--- config.mk ---
export PLATFORM = sky130hd
export DESIGN_NAME = lsu
export DESIGN_NICKNAME = d
export VERILOG_FILES = /design/src/rtl/core_pkg.sv /design/src/rtl/lsu_align.sv /design/src/rtl/lsu.sv
export SDC_FILE = /design/constraint.sdc
export NUM_CORES = 1
export LEC_CHECK = 0
export CORE_ASPECT_RATIO = 0.8
export CORE_UTILIZATION = 45
export CTS_CLUSTER_DIAMETER = 30
export DETAILED_ROUTE_END_ITERATION = 16
export GPL_TIMING_DRIVEN = 0
export PLACE_DENSITY = 0.87
export SETUP_SLACK_MARGIN = 0.5
export SYNTH_ARGS = -nofsm -noshare
export SYNTH_HDL_FRONTEND = slang
export SYNTH_SLANG_ARGS = --single-unit
--- constraint.sdc ---
create_clock -name clk -period 12.75 [get_ports clk]
set_input_delay 2.55 -clock clk [delete_from_list [all_inputs] [get_ports clk]]
set_output_delay 2.55 -clock clk [all_outputs]
set_load 0.1 [all_outputs]
--- src/rtl/core_pkg.sv ---
// Shared core types: memory access size codes and LSU FSM states.
package core_pkg;

  localparam logic [2:0] MEM_B  = 3'b000;
  localparam logic [2:0] MEM_H  = 3'b001;
  localparam logic [2:0] MEM_W  = 3'b010;
  localparam logic [2:0] MEM_BU = 3'b100;
  localparam logic [2:0] MEM_HU = 3'b101;

  typedef enum logic [1:0] {
    IDLE = 2'd0,
    REQ  = 2'd1,
    RESP = 2'd2,
    DONE = 2'd3
  } lsu_state_t;

  function automatic logic size_legal(input logic [2:0] s);
    return (s == MEM_B)  || (s == MEM_H) ||
           (s == MEM_W)  || (s == MEM_BU) ||
           (s == MEM_HU);
  endfunction

endpackage

--- src/rtl/lsu_align.sv ---
// Byte-lane steering for stores and lane extraction with
// sign/zero extension for loads. Purely combinational.
module lsu_align
  import core_pkg::*;
(
  input  logic [1:0]  i_st_size,
  input  logic [1:0]  i_st_off,
  input  logic [31:0] i_st_data,
  input  logic [2:0]  i_ld_size,
  input  logic [1:0]  i_ld_off,
  input  logic [31:0] i_ld_rdata,
  output logic [31:0] o_st_wdata,
  output logic [3:0]  o_st_wstrb,
  output logic [31:0] o_ld_data
);

  logic [31:0] w_shift;

  assign w_shift = i_ld_rdata >> {i_ld_off, 3'b000};

  // Store sizes only use the low two funct3 bits.
  always_comb begin
    o_st_wdata = '0;
    o_st_wstrb = '0;
    case (i_st_size)
      2'b00: begin
        o_st_wdata = {4{i_st_data[7:0]}};
        o_st_wstrb = 4'b0001 << i_st_off;
      end
      2'b01: begin
        o_st_wdata = {2{i_st_data[15:0]}};
        o_st_wstrb = 4'b0011 << i_st_off;
      end
      2'b10: begin
        o_st_wdata = i_st_data;
        o_st_wstrb = 4'b1111;
      end
      default: ;
    endcase
  end

  always_comb begin
    o_ld_data = i_ld_rdata;
    case (i_ld_size)
      MEM_B:
        o_ld_data = {{24{w_shift[7]}}, w_shift[7:0]};
      MEM_BU:
        o_ld_data = {24'h0, w_shift[7:0]};
      MEM_H:
        o_ld_data = {{16{w_shift[15]}}, w_shift[15:0]};
      MEM_HU:
        o_ld_data = {16'h0, w_shift[15:0]};
      default: ;
    endcase
  end

endmodule

--- src/rtl/lsu.sv ---
// Memory-stage load/store unit: single-outstanding valid/ready
// data bus master with pipeline stall and response watchdog.
module lsu
  import core_pkg::*;
#(
  parameter int ADDR_W  = 32,
  parameter int TIMEOUT = 255
) (
  input  logic              clk,
  input  logic              rst,
  input  logic              mem_readM,
  input  logic              mem_writeM,
  input  logic [2:0]        mem_sizeM,
  input  logic [ADDR_W-1:0] addrM,
  input  logic [31:0]       write_dataM,
  output logic [31:0]       read_dataM,
  output logic              stallM,
  output logic              misalignM,
  output logic              bus_errM,
  output logic              dbus_valid,
  input  logic              dbus_ready,
  output logic              dbus_we,
  output logic [ADDR_W-1:0] dbus_addr,
  output logic [31:0]       dbus_wdata,
  output logic [3:0]        dbus_wstrb,
  input  logic              dbus_rvalid,
  input  logic [31:0]       dbus_rdata
);

  localparam int CW =
    (TIMEOUT > 1) ? $clog2(TIMEOUT + 1) : 1;

  lsu_state_t        r_state;
  logic [CW-1:0]     r_cnt;
  logic              r_we;
  logic              r_err;
  logic [ADDR_W-1:0] r_addr;
  logic [31:0]       r_wdata;
  logic [31:0]       r_rdata;
  logic [3:0]        r_wstrb;
  logic [2:0]        r_size;
  logic [1:0]        r_off;

  logic              w_access;
  logic              w_half;
  logic              w_illegal;
  logic              w_idle;
  logic              w_start;
  logic              w_tmo;
  logic [CW-1:0]     w_cnt_nxt;
  logic [31:0]       w_st_wdata;
  logic [3:0]        w_st_wstrb;
  logic [31:0]       w_ld_data;

  assign w_access = mem_readM | mem_writeM;
  assign w_half   = (mem_sizeM == MEM_H) |
                    (mem_sizeM == MEM_HU);
  assign w_illegal =
    (mem_readM & mem_writeM) |
    ~size_legal(mem_sizeM) |
    (w_half & addrM[0]) |
    ((mem_sizeM == MEM_W) & (addrM[1:0] != 2'b00));

  assign w_idle  = (r_state == IDLE);
  assign w_start = w_idle & w_access & ~w_illegal;

  assign w_cnt_nxt = r_cnt + CW'(1);
  assign w_tmo = (TIMEOUT != 0) &&
                 (w_cnt_nxt == CW'(TIMEOUT));

  lsu_align u_align (
    .i_st_size  (mem_sizeM[1:0]),
    .i_st_off   (addrM[1:0]),
    .i_st_data  (write_dataM),
    .i_ld_size  (r_size),
    .i_ld_off   (r_off),
    .i_ld_rdata (dbus_rdata),
    .o_st_wdata (w_st_wdata),
    .o_st_wstrb (w_st_wstrb),
    .o_ld_data  (w_ld_data)
  );

  // Stall is combinational in IDLE so the first cycle freezes.
  assign stallM = w_start |
                  (r_state == REQ) |
                  (r_state == RESP);
  assign misalignM  = w_idle & w_access & w_illegal & ~rst;
  assign bus_errM   = r_err;
  assign read_dataM = r_rdata;
  assign dbus_valid = (r_state == REQ);
  assign dbus_we    = r_we;
  assign dbus_addr  = r_addr;
  assign dbus_wdata = r_wdata;
  assign dbus_wstrb = r_wstrb;

  always_ff @(posedge clk or posedge rst) begin
    if (rst) begin
      r_state <= IDLE;
      r_cnt   <= '0;
      r_we    <= 1'b0;
      r_err   <= 1'b0;
      r_addr  <= '0;
      r_wdata <= '0;
      r_rdata <= '0;
      r_wstrb <= '0;
      r_size  <= '0;
      r_off   <= '0;
    end else begin
      r_err <= 1'b0;
      case (r_state)
        IDLE: begin
          if (w_start) begin
            r_state <= REQ;
            r_we    <= mem_writeM;
            r_addr  <= {addrM[ADDR_W-1:2], 2'b00};
            r_wdata <= mem_writeM ? w_st_wdata : '0;
            r_wstrb <= mem_writeM ? w_st_wstrb : '0;
            r_size  <= mem_sizeM;
            r_off   <= addrM[1:0];
          end
        end
        REQ: begin
          if (dbus_ready) begin
            r_state <= RESP;
            r_cnt   <= '0;
          end
        end
        RESP: begin
          // A response arriving with the timeout still wins.
          if (dbus_rvalid) begin
            if (!r_we) r_rdata <= w_ld_data;
            r_state <= DONE;
          end else if (w_tmo) begin
            r_err   <= 1'b1;
            r_rdata <= '0;
            r_state <= DONE;
          end else begin
            r_cnt <= w_cnt_nxt;
          end
        end
        DONE: r_state <= IDLE;
        default: r_state <= IDLE;
      endcase
    end
  end

endmodule

* Yosys cells after proc, flatten, opt, wreduce, memory -nomap -nowiden
Cells that the tools add are included.
** Word-level totals
- Register bits after elaboration :: 115
- Latch bits :: 0
- RAM bits :: 0
- Bits in read-only memories :: 0
- Bits of input ports :: 105
- Output and inout bits :: 105
- Word-level logic and storage cells :: 85
- Memories kept :: 0
** Operators by class
- Add/sub/neg operators :: 1
- Multipliers :: 0
- Divide/modulo/power cells :: 0
- Order comparisons :: 0
- Eq/ne operators :: 19
- Shift operators :: 3
- Multiplexer cells :: 20
- Bitwise logic cells :: 17
- Reduce and logical (&&, ||, !) cells :: 15
** Operator list (number)
- 32-bit two-way mux :: 4
- 32-bit one-hot mux with 4 select lines :: 1
- 32-bit one-hot mux with 3 select lines :: 1
- 32-bit by 5-bit >> shifter with 16-bit output :: 1
- 8-bit two-way mux :: 3
- 8-bit one-hot mux with 2 select lines :: 1
- 3-bit == test (second input constant) :: 4
- 4-bit one-hot mux with 3 select lines :: 1
- 8-bit by 1-bit adder with 8-bit output (second input constant) :: 1
- 8-bit == test (second input constant) :: 1
- 2-bit two-way mux :: 4
- 2-bit one-hot mux with 4 select lines :: 1
- 1-bit bitwise AND :: 7
- 1-bit OR :: 7
- 2-bit == test (second input constant) :: 3
- 3-bit by 1-bit == test with 1-bit output (second input constant) :: 2
- 3-bit logical NOT :: 2
- 2-bit inequality test (second input constant) :: 3
- 3-bit AND reduction :: 2
- 2-bit nonzero test :: 3
- 2-bit by 1-bit == test with 1-bit output (second input constant) :: 2
- 2-bit logical NOT :: 2
- 1-bit logical OR :: 4
- 4-bit two-way mux :: 1
- 9 further kinds :: 14

* Depth between registers and ports, before layout
Gate-level depths: netlist of the first run.
- Depth in word-level cells :: 13
- Depth in mapped cells :: 9
- Mapped depth without buffers :: 7

* Modules after synthesis
A second synthesis of the first run with hierarchy kept.
** Unflattened totals
- Cell total of the unflattened synthesis :: 633
- Area, all modules :: 6339.8 um2
** Modules (own cells, without submodules)
- lsu :: times used 1, cells each 440, area an instance 5190.0 um2, seq. area each 2877.8 um2
- lsu_align :: times used 1, cells each 193, area an instance 1149.9 um2, seq. area each 0.0 um2

* Least setup slack after synthesis of the first run
OpenSTA, ideal clock, no wires.
- Path type :: input-to-output
- Start :: input rst
- End :: output misalignM
- Data arrival time :: 6.022 ns
- Data required time :: 10.200 ns
- Setup slack :: 4.178 ns
- Stages :: 2
- Buffers on the path :: 0
- Cell sequence :: inv_1 and3_1
** On the way
- Longest elaborated chain between the ends :: 2
** RTL lines
- from (decl) :: line lsu.sv:10 : input logic rst,
- 1-bit NOT :: line lsu.sv:87 : assign misalignM = w_idle & w_access & w_illegal & ~rst;
- 1-bit bitwise AND :: line lsu.sv:87
- to (decl) :: line lsu.sv:18 : output logic misalignM,
No other way between the ends.

* Worst setup path after layout of the first run
- Start :: input addrM[1]
- End :: output stallM
** On the way
- Longest elaborated chain between the ends :: 7
** RTL lines
- from (decl) :: line lsu.sv:14 : input logic [ADDR_W-1:0] addrM,
- 2-bit nonzero test :: line lsu.sv:62 : ((mem_sizeM == MEM_W) & (addrM[1:0] != 2'b00));
- 1-bit bitwise AND :: line lsu.sv:62
- 1-bit OR :: line lsu.sv:61 : (w_half & addrM[0]) |
- 1-bit NOT :: line lsu.sv:65 : assign w_start = w_idle & w_access & ~w_illegal;
- 1-bit bitwise AND :: line lsu.sv:65
- 1-bit OR :: line lsu.sv:84 : assign stallM = w_start |
- 1-bit OR :: line lsu.sv:85 : (r_state == REQ) |
- to (decl) :: line lsu.sv:17 : output logic stallM,
No other way between the ends.

==> flow_metrics.py, run 1 <==
metrics = {
    "sta": {
        "fin_worst_skew_ns": 0.00962,
        "period_share_pct": 64.7,
        "rsz0062_at_grt": "no",
        "fmax_ghz": 0.121,
        "maxSlewHeadroom_pct": 30.7,
        "finalHoldViolCount": 0,
        "drv_slew": 0,
        "min_period_ns": 8.25,
        "worst_pin_slew_ns": 1.04,
        "setup_viol": 0,
        "fin_tns_setup_ns": 0,
    },
    "clocking": {
        "cts_made_buffers": 17,
        "hold_buffers": 0,
        "cts_post_setup_buffers_inserted": 0,
        "insertion_delay_ns": 0.41,
        "htreeDepth": 4,
        "cts.reportedPaths.clkPinSlew_ns": 0.05,
        "cts-root-buf": "clkbuf_16",
        "clk_path_buf_depth": 2,
        "ctsResizeCount": 0,
        "cts.sinks": 115,
        "cts_tree": "yes",
    },
    "die": {
        "start_util_pct": 47.1,
        "die_h_um": 104,
        "die-width_um": 129,
        "core_area_um2": 12400,
        "dieArea_um2": 13400,
        "num_rows": 36,
        "io-pin-count": 210,
    },
    "drt": {
        "drt_iter0_drc": 513,
        "wirelength_mm": 18.4,
        "drc": 0,
        "num_vias": 5828,
        "firstDrtPassIters": 5,
        "wire_per_inst_um": 16.8,
        "via_per_inst": 5.30,
        "ant_nets": 0,
    },
    "global_route": {
        "gr-total-overflow": 0,
        "grt_max_degree": 92,
        "antenna_found_initial": 0,
        "grt_pass1_wl_mm": 29.3,
        "grt_pass1_vias": 5764,
        "gr-usage-all-layers_pct": 28.4,
    },
    "setup_path": {
        "critPathKind": "in2out",
        "r2r_slack_ns": 10.26,
        "r2r_cells": 8,
        "worstReg2RegEnd": "read_dataM[7]",
        "cp_data_required_time_ns": 10.20,
        "critical_path.endpoint_type": "output port",
        "cp.arrival_ns": 5.70,
        "start_kind": "primary input",
        "crit_path_start": "addrM[1]",
        "path_max_fanout": 10,
        "critPathCapture": "stallM",
        "r2r_start": "r_cnt[1]",
    },
    "min_path": {
        "hold_path.class": "reg2reg",
    },
    "run": {
        "maxCapViolations": 0,
    },
    "logic_synthesis": {
        "ys_warn_count": 0,
        "synthFlopType": "dfrtp_1",
        "postSynthCellCount": 687,
        "ys_seq_area_share_pct": 49.4,
        "async_flop_share_pct": 100,
        "synth-seq-cells": 115,
        "syn_area_um2": 5830,
        "ys_types": 52,
        "synth_edf_count": 0,
        "synth.avg_cell_area_um2": 8.49,
    },
    "placed_design": {
        "port_buffers": 207,
        "place_congestion": 0.876,
        "hpwlAfterDp_mm": 13.5,
    },
    "cells_and_area": {
        "insertedDiodeCount": 0,
        "layout.nets": 1026,
        "drive_gt1_share_pct": 5.93,
        "fill_cells": 943,
        "area.growth.synth_to_final_pct": 50.2,
    },
    "outcome": {
        "status": "completed",
    },
}
==> layout make-up <==
class / instances / area, um2 / area share (%)
Sequential cell: 115 / 2880 / 32.9
Buffer: 51 / 230 / 2.63
Clock buffer: 19 / 443 / 5.06
Timing Repair Buffer: 208 / 2100 / 24.0
Tap cell: 171 / 214 / 2.44
Inverter: 17 / 68.8 / 0.786
Multi-Input combinational cell: 505 / 2660 / 30.4
Clock inverter: 13 / 160 / 1.83
==> stage by stage <==
| step | hold slack [ns] | std cells | setup WS (ns) | area, um2 | utilization (%) |
|---|---|---|---|---|---|
| after floorplan | 0.469 | 688 | 4.18 | 5830 | - |
| after global placement | 0.450 | 1066 | 2.25 | 8120 | 65.6 |
| after detailed placement | 0.457 | 1067 | 4.51 | 8150 | 65.8 |
| final | 0.470 | 1099 | 4.50 | 8760 | 70.7 |
| after CTS | 0.467 | 1099 | 4.50 | 8760 | 70.7 |
| after global routing | 0.477 | 1099 | 4.30 | 8760 | 70.7 |
==> metal layers <==
metal  track usage [%]  wire length (um)  up-vias
met4              9.24               350        0
met2              45.8              8670      274
li1                  -                 -     2770
met1              35.9              7630     2755
met3              9.14              1770       29
met5                 0                 0        -
==> worst min path at each step <==
stage / from / to / slack (ns) / cells past startpoint
floorplan: r_size[2] / r_size[2] / 0.47 / 2
CTS: dbus_wdata[18] / dbus_wdata[18] / 0.47 / 2
detailed placement: dbus_wdata[18] / dbus_wdata[18] / 0.46 / 2
global placement: dbus_wdata[20] / dbus_wdata[20] / 0.45 / 2
global route: dbus_wdata[23] / dbus_wdata[23] / 0.48 / 2
finish: dbus_wdata[23] / dbus_wdata[23] / 0.47 / 2
==> cells in the final DEF, fill, tap and decap left out, types with 20 or more instances in the layout <==
cell type and n:
nand2_1 214, clkdlybuf4s50_1 207, dfrtp_1 115, o21ai_0 47, nand3_1 39, clkbuf_1 31
a21oi_1 29, nor2_1 28, nand2b_1 20
==> critical path, stage by stage <==
cell	delay, ns
clkdlybuf4s50_1	0.51
o31a_1	0.31
o22a_1	0.21
nor2_1	0.14
nand2_1	0.16
clkbuf_1	0.26
clkbuf_1	0.29
nand2_1	0.11
clkdlybuf4s50_1	1.15
==> cells in the mapped netlist (all sizes together) (3+ instances only) <==
| master | n | area (um2) |
|---|---|---|
| nand2 | 214 | 803 |
| dfrtp | 115 | 2880 |
| o21ai | 47 | 235 |
| nand3 | 39 | 195 |
| clkbuf | 31 | 118 |
| a21oi | 29 | 145 |
| nor2 | 28 | 105 |
| buf | 20 | 113 |
| nand2b | 20 | 125 |
| a21o | 17 | 128 |
| a22o | 17 | 149 |
| inv | 17 | 63.8 |
| nor2b | 12 | 75.1 |
| mux2i | 11 | 110 |
| a221oi | 8 | 70.1 |
| o2bb2ai | 7 | 61.3 |
| ha | 6 | 75.1 |
| nor3 | 6 | 30.0 |
| nand4 | 3 | 18.8 |
| o21a | 3 | 22.5 |
| o311ai | 3 | 26.3 |
| or3 | 3 | 18.8 |
==> sequential cells by signal, summed over array words and instances (netlist names) <==
name and cells:
bus_errM 1, dbus_addr 30, dbus_wdata 32, dbus_we 1, dbus_wstrb 4, r_cnt 8
r_off 2, r_size 3, r_state 2, read_dataM 32
==> cells by family (layout without fill, tap and decap cells) <==
family / count (synthesis) / in the layout / synth area share [%]
and+or+nand+nor: 335 / 335 / 24.8
xor gates and xnor gates: 2 / 2 / 0.300
adders and majority gates: 7 / 7 / 1.46
muxes: 13 / 13 / 2.27
AOI/OAI and AO/OA: 146 / 146 / 16.7
buffers and inverters: 68 / 308 / 5.04
other: 1 / 2 / 0.0643
DFF: 115 / 115 / 49.4
Power of run 1 is left out: the tool's default activity adds up to more than one toggle a clock period on the data nets, which glitch-free logic cannot reach.
==> run 2: changes to the inputs <==
==> constraint.sdc (replaced) <==
create_clock -name clk -period 7.7 [get_ports clk]
set_input_delay 1.54 -clock clk [delete_from_list [all_inputs] [get_ports clk]]
set_output_delay 1.54 -clock clk [all_outputs]
set_load 0.1 [all_outputs]
==> results of run 2 <==
Same layout as run 1 (identical final DEF). Status: completed.
Main changes from that run: setup slack after placement 4.51 ns -> 1.48 ns; setup slack after layout 4.50 ns -> 1.47 ns; register-to-register setup slack 10.26 ns -> 5.21 ns
Power of run 2 is left out for the same reason.
==> run 3: changes to the inputs <==
==> constraint.sdc (replaced) <==
create_clock -name clk -period 6 [get_ports clk]
set_input_delay 1.2 -clock clk [delete_from_list [all_inputs] [get_ports clk]]
set_output_delay 1.2 -clock clk [all_outputs]
set_load 0.1 [all_outputs]
==> run 3 against run 2 <==
- register-to-register slack worse by 1.8 ns
- sequential cell count unchanged
- die area unchanged
- worst setup slack worse by 0.81 ns
- global-route usage up 0.94 points
- sequential share of layout area down 0.075 points
- final area up 0.23%
- utilization up 0.16 points
- critical path type unchanged
==> flow_metrics.py, run 3 (synthesis gave the netlist of run 1 again) <==
metrics = {
    "clocking": {
        "insertion_delay_ns": 0.41,
        "cts_tree": "yes",
        "cts_made_buffers": 17,
        "cts.reportedPaths.clkPinSlew_ns": 0.05,
        "clk_path_buf_depth": 2,
        "cts-root-buf": "clkbuf_16",
        "htreeDepth": 4,
        "cts_post_setup_buffers_inserted": 0,
        "cts.sinks": 115,
    },
    "placed_design": {
        "hpwlAfterDp_mm": 13.8,
        "place_congestion": 0.891,
        "port_buffers": 207,
    },
    "sta": {
        "whs_ns": 0.469,
        "fin_worst_skew_ns": 0.0115,
        "fmax_ghz": 0.188,
        "maxSlewHeadroom_pct": 30.0,
        "rsz0062_at_grt": "no",
        "drv_slew": 0,
        "finalHoldViolCount": 0,
        "period_share_pct": 88.9,
        "min_period_ns": 5.33,
        "setup_viol": 0,
        "worst_pin_slew_ns": 1.05,
    },
    "cells_and_area": {
        "drive_gt1_share_pct": 6.03,
        "area.growth.synth_to_final_pct": 50.5,
        "layout_commonest_cell": "nand2_1",
        "layout.nets": 1028,
        "layout_common_cells": "nand2_1, clkdlybuf4s50_1, dfrtp_1",
        "final_util_pct": 70.8,
        "insertedDiodeCount": 0,
        "fill_cells": 952,
    },
    "die": {
        "core_area_um2": 12400,
        "start_util_pct": 47.1,
        "dieArea_um2": 13400,
        "die_h_um": 104,
        "io-pin-count": 210,
        "num_rows": 36,
        "die-width_um": 129,
    },
    "global_route": {
        "grt_pass1_vias": 5980,
        "gr-usage-all-layers_pct": 29.4,
        "grt_max_degree": 43,
        "grt_pass1_wl_mm": 30.3,
        "antenna_found_initial": 0,
        "gr-total-overflow": 0,
    },
    "setup_path": {
        "crit_chain": "clkdlybuf4s50_1 -> o31a_1 -> o22a_1 -> nor2_1 -> nand2_1 -> clkbuf_1 -> clkbuf_1 -> nand2_1 -> clkdlybuf4s15_1",
        "critPathKind": "in2out",
        "path_max_fanout": 10,
        "cp.arrival_ns": 4.13,
        "crit_slowest_cell": "clkdlybuf4s15_1",
        "critical_path.endpoint_type": "output port",
        "cp_data_required_time_ns": 4.80,
        "critPathMaxStageDelay_ns": 0.83,
        "start_kind": "primary input",
    },
    "drt": {
        "firstDrtPassIters": 6,
        "via_per_inst": 5.33,
        "drt_iter0_drc": 537,
        "num_vias": 5864,
        "wirelength_mm": 18.9,
        "wire_per_inst_um": 17.2,
        "drc": 0,
        "ant_nets": 0,
    },
    "min_path": {
        "hold_path.class": "reg2reg",
    },
    "run": {
        "maxCapViolations": 0,
    },
    "outcome": {
        "status": "completed",
    },
}
[run 3: cell types whose count changed in the layout (fill, tap and decap cells not counted), sizes merged]
| cell | delta |
|---|---|
| clkbuf | +1 |
| clkdlybuf4s15 | +1 |
| buf | +2 |
| inv | -1 |
| clkinv | +1 |
| clkinvlp | -2 |
| clkdlybuf4s50 | -1 |
[run 3: path summary, 6_finish.rpt]
| path | from | slack (ns) | cells past startpoint | to |
|---|---|---|---|---|
| setup / recovery | addrM[1] | 0.67 | 9 | stallM |
| hold / removal | dbus_wdata[1] | 0.47 | 2 | dbus_wdata[1] |
| setup reg to reg | r_off[1] | 3.40 | 8 | read_dataM[26] |
| hold reg to reg | dbus_wdata[1] | 0.47 | 2 | dbus_wdata[1] |
| max in group asynchronous | rst | 4.23 | 4 | read_dataM[9] |
| min in group asynchronous | rst | 1.07 | 2 | dbus_addr[26] |
[run 3: cell type report]
| class | count | area [um2] | area share (%) |
|---|---|---|---|
| multi-input combinational | 505 | 2660 | 30.3 |
| clock inverter | 11 | 135 | 1.54 |
| buffer | 51 | 230 | 2.62 |
| clock buffer | 20 | 457 | 5.20 |
| sequential | 115 | 2880 | 32.8 |
| tap | 171 | 214 | 2.44 |
| inverter | 17 | 67.6 | 0.770 |
| timing repair buffer | 210 | 2130 | 24.3 |
[run 3: per-stage QoR]
step / instance area [um2] / setup slack [ns] / instances / setup TNS, ns
6_report: 8780 / 0.667 / 1100 / 0
5_1_grt: 8780 / 0.522 / 1100 / 0
3_5_place_dp: 8180 / 0.369 / 1069 / 0
2_1_floorplan: 5840 / 1.06 / 688 / 0
3_3_place_gp: 8120 / -0.863 / 1066 / -0.863
4_1_cts: 8770 / 0.643 / 1100 / 0
[run 3: worst max-delay path: cells and delay by family]
family / cells / cell delay, ns
buffers and inverters: 4 / 1.92
AO/OA/AOI/OAI: 2 / 0.54
AND/OR/NAND/NOR: 3 / 0.45
[run 3: metal layers]
| metal | vias to the layer above | part of all wire, % | track usage (%) |
|---|---|---|---|
| li1 | 2780 | - | - |
| met1 | 2808 | 40 | 33.7 |
| met2 | 247 | 49 | 50.3 |
| met3 | 29 | 9.0 | 9.81 |
| met4 | 0 | 2.0 | 10.8 |
| met5 | - | 0 | 0 |
[run 3: what timing repair did]
action | in CTS | in global routing
setup endpoints to repair | 1 | 1
resized for setup | 1 | 1
hold buffers | 0 | 0
Power of run 3 is left out for the same reason.
